==> src/rtl/codificador_controle_if.sv <==
// Board-button and command bus between the player-side encoder and its environment.
interface codificador_controle_if;
  logic       botao_cima;
  logic       botao_baixo;
  logic       botao_iniciar;
  logic       consumido;
  logic [1:0] controle;
  logic       iniciar;
  logic       comando_pendente;
  logic [3:0] db_estado;

  modport master (
    output botao_cima, botao_baixo, botao_iniciar, consumido,
    input  controle, iniciar, comando_pendente, db_estado
  );

  modport slave (
    input  botao_cima, botao_baixo, botao_iniciar, consumido,
    output controle, iniciar, comando_pendente, db_estado
  );
endinterface

==> src/rtl/codificador_controle.sv <==
// Button conditioning (2-FF sync + debounce) and movement-command encoder for the
// drone simulator; a command is held until the datapath acknowledges it.

module cc_debounce #(
  parameter int DEBOUNCE_CYCLES = 50000,
  parameter int CNT_W           = 16
) (
  input  logic clock,
  input  logic reset,
  input  logic raw,
  output logic nivel,
  output logic evento
);
  localparam logic [CNT_W-1:0] LIMITE = CNT_W'(DEBOUNCE_CYCLES - 1);

  logic [1:0]       sync;
  logic [CNT_W-1:0] cnt;

  // evento is raised on the same edge the level rises, so the FSM sees it one edge later
  always_ff @(posedge clock) begin
    if (!reset) begin
      sync   <= '0;
      cnt    <= '0;
      nivel  <= 1'b0;
      evento <= 1'b0;
    end else begin
      sync   <= {sync[0], raw};
      evento <= 1'b0;
      if (sync[1] != nivel) begin
        if (cnt == LIMITE) begin
          nivel  <= sync[1];
          evento <= sync[1];
          cnt    <= '0;
        end else begin
          cnt <= cnt + 1'b1;
        end
      end else begin
        cnt <= '0;
      end
    end
  end
endmodule

module codificador_controle #(
  parameter int DEBOUNCE_CYCLES = 50000,
  parameter int CNT_W           = 16
) (
  input  logic                   clock,
  input  logic                   reset,
  codificador_controle_if.slave  bus
);
  localparam int NUM_LANES = 3;
  localparam int CIMA = 0, BAIXO = 1, INI = 2;

  typedef enum logic [3:0] {
    OCIOSO   = 4'b0000,
    PENDENTE = 4'b0001,
    CONFLITO = 4'b0010
  } estado_t;

  logic [NUM_LANES-1:0] raw, nivel, evento;

  assign raw = {bus.botao_iniciar, bus.botao_baixo, bus.botao_cima};

  generate
    for (genvar i = 0; i < NUM_LANES; i++) begin : g_lane
      cc_debounce #(
        .DEBOUNCE_CYCLES (DEBOUNCE_CYCLES),
        .CNT_W           (CNT_W)
      ) u_lane (
        .clock  (clock),
        .reset  (reset),
        .raw    (raw[i]),
        .nivel  (nivel[i]),
        .evento (evento[i])
      );
    end
  endgenerate

  estado_t    estado, prox;
  logic [1:0] controle_q, controle_n;
  logic       iniciar_q, pendente_q;
  logic       so_cima, so_baixo;

  assign so_cima  = evento[CIMA]  & ~evento[BAIXO];
  assign so_baixo = evento[BAIXO] & ~evento[CIMA];

  always_ff @(posedge clock) begin
    if (!reset) begin
      estado     <= OCIOSO;
      controle_q <= 2'b00;
      iniciar_q  <= 1'b0;
      pendente_q <= 1'b0;
    end else begin
      estado     <= prox;
      controle_q <= controle_n;
      iniciar_q  <= evento[INI];
      pendente_q <= (prox == PENDENTE);
    end
  end

  // Conflict detection outranks start; start outranks movement events.
  always_comb begin
    prox       = estado;
    controle_n = controle_q;
    case (estado)
      CONFLITO: begin
        controle_n = 2'b00;
        if (!nivel[CIMA] && !nivel[BAIXO]) prox = OCIOSO;
      end
      OCIOSO, PENDENTE: begin
        if (nivel[CIMA] && nivel[BAIXO]) begin
          prox       = CONFLITO;
          controle_n = 2'b00;
        end else if (evento[INI]) begin
          prox       = OCIOSO;
          controle_n = 2'b00;
        end else if (estado == OCIOSO) begin
          controle_n = 2'b00;
          if (so_cima) begin
            prox       = PENDENTE;
            controle_n = 2'b01;
          end else if (so_baixo) begin
            prox       = PENDENTE;
            controle_n = 2'b10;
          end
        end else if (bus.consumido) begin
          if (so_cima) begin
            controle_n = 2'b01;
          end else if (so_baixo) begin
            controle_n = 2'b10;
          end else begin
            prox       = OCIOSO;
            controle_n = 2'b00;
          end
        end
      end
      default: begin
        prox       = OCIOSO;
        controle_n = 2'b00;
      end
    endcase
  end

  assign bus.controle         = controle_q;
  assign bus.iniciar          = iniciar_q;
  assign bus.comando_pendente = pendente_q;
  assign bus.db_estado        = estado;
endmodule

==> src/flat_wrapper.sv <==
// flat-port wrapper written by rule: the top's interface ports become plain ports
module codificador_controle_flat 
#(
  parameter int DEBOUNCE_CYCLES = 50000,
  parameter int CNT_W           = 16
)
  (clock, reset, bus_botao_cima, bus_botao_baixo, bus_botao_iniciar, bus_consumido, bus_controle, bus_iniciar, bus_comando_pendente, bus_db_estado);
  codificador_controle_if bus_i ();
  input  logic clock;
  input  logic reset;
  input wire logic [$bits(bus_i.botao_cima)-1:0] bus_botao_cima;
  input wire logic [$bits(bus_i.botao_baixo)-1:0] bus_botao_baixo;
  input wire logic [$bits(bus_i.botao_iniciar)-1:0] bus_botao_iniciar;
  input wire logic [$bits(bus_i.consumido)-1:0] bus_consumido;
  output wire logic [$bits(bus_i.controle)-1:0] bus_controle;
  output wire logic [$bits(bus_i.iniciar)-1:0] bus_iniciar;
  output wire logic [$bits(bus_i.comando_pendente)-1:0] bus_comando_pendente;
  output wire logic [$bits(bus_i.db_estado)-1:0] bus_db_estado;
  assign bus_i.botao_cima = bus_botao_cima;
  assign bus_i.botao_baixo = bus_botao_baixo;
  assign bus_i.botao_iniciar = bus_botao_iniciar;
  assign bus_i.consumido = bus_consumido;
  assign bus_controle = bus_i.controle;
  assign bus_iniciar = bus_i.iniciar;
  assign bus_comando_pendente = bus_i.comando_pendente;
  assign bus_db_estado = bus_i.db_estado;
  codificador_controle #(.DEBOUNCE_CYCLES(DEBOUNCE_CYCLES), .CNT_W(CNT_W)) u_core (.clock(clock), .reset(reset), .bus(bus_i));
endmodule
==> config.mk <==
export PLATFORM = sky130hd
export DESIGN_NAME = codificador_controle_flat
export DESIGN_NICKNAME = d
export VERILOG_FILES = /design/src/rtl/codificador_controle_if.sv /design/src/rtl/codificador_controle.sv /design/src/flat_wrapper.sv
export SDC_FILE = /design/constraint.sdc
export NUM_CORES = 1
export LEC_CHECK = 0
export ABC_AREA = 1
export BUFFER_PORTS_ARGS = -buffer_cell sky130_fd_sc_hd__buf_2
export CORE_UTILIZATION = 55
export DETAILED_ROUTE_END_ITERATION = 7
export HOLD_SLACK_MARGIN = 0.15
export PLACE_DENSITY = 0.76
export SKIP_LAST_GASP = 1
export SLEW_MARGIN = 20
export SYNTH_ARGS = -nofsm -noshare
export SYNTH_HDL_FRONTEND = slang
export SYNTH_SLANG_ARGS = --single-unit
export TNS_END_PERCENT = 30
==> constraint.sdc <==
create_clock -name clock -period 1.42 [get_ports clock]
set_clock_uncertainty 0.2 [all_clocks]
set_input_delay 0.071 -clock clock [delete_from_list [all_inputs] [get_ports clock]]
set_output_delay 0.071 -clock clock [all_outputs]
set_load 0.005 [all_outputs]
==> results.rst <==
.. list-table::
   :header-rows: 1

   * - Metric
     - Value
   * - Result of the run
     - complete, but fails checks
   * - Violated checks
     - hold timing, setup timing
   * - CP required
     - ~1500 ps
   * - Mapped Area
     - 0.00316 mm^2
   * - Antenna cell count
     - 0
   * - Synthesis-stage register bit count
     - 68
   * - Routability congestion estimate from global placement
     - roughly 0.94
   * - Fraction of synthesized cell area taken by the top area cell type
     - 0.430
   * - Starting density of the core
     - 0.571
   * - Top cells by instance count after synthesis
     - nand2_1 (81), dfxtp_1 (68), inv_1 (65)
   * - Filler cells
     - around 360
   * - Crit path from
     - u_core.g_lane[2].u_lane.cnt[0]
   * - Setup TNS
     - -4200 ps
   * - Total DRC errors in the routed layout
     - 0
   * - Clock H-tree levels
     - 3
   * - Antenna violations before repair
     - 0
   * - TritonCTS clock tree
     - built
   * - Mapped Cells
     - 424
   * - Remaining global-route overflow
     - 0
   * - Number of distinct library cells after synthesis
     - 29
   * - Wire length of the first global-routing pass
     - roughly 12000 um
   * - Placed Cells
     - between 500 and 600
   * - Finished Layout Cells
     - about 590
   * - Latest clock arrival within the worst-skew pair
     - around 340 ps
   * - Clock Root Buffer
     - clkbuf_8
   * - Critical Path AT
     - between 1500 and 2000 ps
   * - Setup violations, final
     - 54
   * - Classification of the worst setup path
     - reg -> reg
   * - Count of antenna-violating nets left after detailed routing
     - 0
   * - Maxcap violations
     - 0
   * - Largest driver fanout on the critical path
     - 2
   * - Clk sink count
     - 68
   * - Library cell with the largest summed area after synthesis
     - dfxtp_1
   * - Count of port buffers added during placement
     - 13
   * - Unrepaired setup endpoints after global routing
     - yes
   * - Rows
     - 27
   * - First drt pass iteration count
     - 4
   * - Worst hold margin
     - -151 ps
   * - Path class of the lowest-slack min-delay path
     - in -> reg
   * - Die Outline Area
     - between 0.006 and 0.007 mm^2
   * - FF-to-FF End
     - u_core.g_lane[2].u_lane.nivel
   * - Via/cell ratio
     - about 5.1
   * - Total track usage
     - 0.244
   * - Register-to-register setup slack
     - -190 ps
   * - Total power density per cell area
     - between 800 and 900 mW/mm^2
   * - HPWL after detailed placement
     - about 4600 um
   * - Routed Wire Length
     - 7700 um
   * - Leakage
     - 0.00168 uW
   * - CTS clock-pin slew for the worst setup and hold paths
     - about 80 ps
   * - Reg-to-reg critical path startpoint
     - u_core.g_lane[2].u_lane.cnt[0]
   * - Horizontal extent of the die
     - just under 80 um
   * - Final critical-path required period
     - 1610 ps
   * - Destination of the critical timing path
     - u_core.g_lane[2].u_lane.nivel
   * - Relative area change from synthesis to final layout
     - 37.4%
   * - Overall power
     - around 3800 uW
   * - Share of the yosys chip area belonging to registers
     - 0.430
   * - Setup crit end kind
     - flop
   * - Most area-consuming cells after synthesis
     - dfxtp_1 (43%), nand2_1 (9.6%), inv_1 (7.7%)
   * - Net count of the finished layout
     - 521
   * - Number of global-route vias before repair
     - 2736
   * - Total number of vias
     - approximately 3000
   * - CTS max path bufs
     - 2
   * - Maximum number of pins on one net before global-route repair
     - 17
   * - TritonCTS Buffers
     - 9
   * - Share of layout cells above drive strength 1
     - 0.343
   * - Maximum clock rate
     - just over 600 MHz
   * - Synth async-reset ratio
     - 0
   * - Crit path launch type
     - flop
   * - Number of failing hold endpoints at the final stage
     - 1
   * - Top flip-flop cell by instance count after synthesis
     - dfxtp_1
   * - Vertical extent of the die
     - 77.9 um
   * - Average wire length per cell after detail routing
     - 13.1 um
   * - # IOs
     - 14
   * - Peak supply drop
     - roughly 0.00056 V
   * - EDFF count, synth
     - 0
   * - Most used standard cell by instance count after synthesis
     - nand2_1
   * - Fraction of the cycle the final worst path needs
     - 1.13
   * - Number of violations reported at the end of detailed-routing iteration 0
     - ~150
   * - Max-slew violation total from the final report
     - 0
   * - Synthesized area per cell
     - about 7.5 um^2
   * - Core footprint
     - approximately 0.0055 mm^2
   * - Final setup slack of the worst path
     - -188 ps
   * - Cell count of the worst reg-to-reg path
     - 8
   * - Ys Warns
     - 0
metrics by stage:
stage,setup WS [ps],cell area (um^2),utilization
5_1_grt,-268,4350,0.785
2_1_floorplan,-113,3220,-
4_1_cts,-75.9,4140,0.747
3_3_place_gp,-133,3690,0.666
6_report,-188,4350,0.785
3_5_place_dp,-171,3690,0.666
critical path: stages (launching register included):
cell and delay [ps]:
dfxtp_2 360, ha_4 150, nand2_4 60, inv_4 70, nand2_4 60, nor2_4 130
buf_6 110, nand4_1 160, a21oi_2 220
per-layer routing:
layer | track usage | wire, um | share of wire
met1 | 0.293 | 3300 | 0.43
met2 | 0.424 | 3910 | 0.51
met3 | 0.0471 | 317 | 0.041
met4 | 0.100 | 160 | 0.021
met5 | 0 | 0 | 0
timing repair:
| item | in CTS | in global routing |
|---|---|---|
| cloned | 2 | 0 |
| hold buffers | 11 | 1 |
| setup endpoints to repair | 53 | 55 |
| pin swaps | 16 | 19 |
| buffers inserted | 0 | 5 |
| endpoints found under the hold margin | 34 | 25 |
| gates resized for setup | 25 | 39 |
worst min path at each step:
stage	startpoint	end	cells after the start
global placement	bus_botao_iniciar	u_core.g_lane[2].u_lane.sync[0]	3
finish	reset	u_core.g_lane[1].u_lane.evento	3
floorplan	bus_botao_cima	u_core.g_lane[0].u_lane.sync[0]	2
detailed placement	bus_botao_iniciar	u_core.g_lane[2].u_lane.sync[0]	3
CTS	reset	u_core.g_lane[1].u_lane.evento	3
global route	reset	u_core.g_lane[1].u_lane.evento	3
cells by family (layout without fill, tap and decap cells):
kind of cell / after synthesis / after routing / share of synthesized area
xor+xnor: 13 / 13 / 0.0360
compound gates: 36 / 36 / 0.0652
simple gates: 227 / 229 / 0.355
buf+inv: 76 / 165 / 0.100
flops: 68 / 68 / 0.430
fa+ha+maj: 3 / 3 / 0.0119
other cells: 1 / 2 / 0.00119
state kept, by name, indices dropped and copies added, names as in the netlist:
signal / cells
u_core.g_lane.u_lane.cnt: 48
u_core.g_lane.u_lane.sync: 6
u_core.bus.controle: 2
u_core.bus.comando_pendente: 1
u_core.g_lane.u_lane.evento: 3
u_core.g_lane.u_lane.nivel: 3
u_core.bus.db_estado: 4
u_core.bus.iniciar: 1
layout make-up:
type	count	area, um^2	share of cell area
Sequential cell	68	1370	0.316
Timing Repair Buffer	78	594	0.137
Multi-Input combinational cell	283	1800	0.414
Inverter	72	273	0.0627
Clock buffer	11	141	0.0325
Clock inverter	4	73.8	0.0170
Tap cell	72	90.1	0.0207
cell usage in the layout (no fill, tap or decap), drive strengths merged:
master,count
nand2,91
inv,72
dfxtp,68
buf,66
nor2,60
nand3,29
a21oi,29
nor3,28
nand4,16
dlygate4sd3,12
clkbuf,11
xor2,11
or2,5
o21ai,5
ha,3
xnor2,2
bufinv,2
conb,2
clkinv,2
o22ai,1
o21bai,1
power by group:
group / total (uW) / internal [uW] / switching [uW] / leakage, uW
combinational: 103 / 47.0 / 56.3 / 0.00101
sequential: 1930 / 1920 / 8.53 / 0.000554
clock: 1740 / 1030 / 712 / 0.000109
Note: power is estimated with default switching activity, not from simulation.
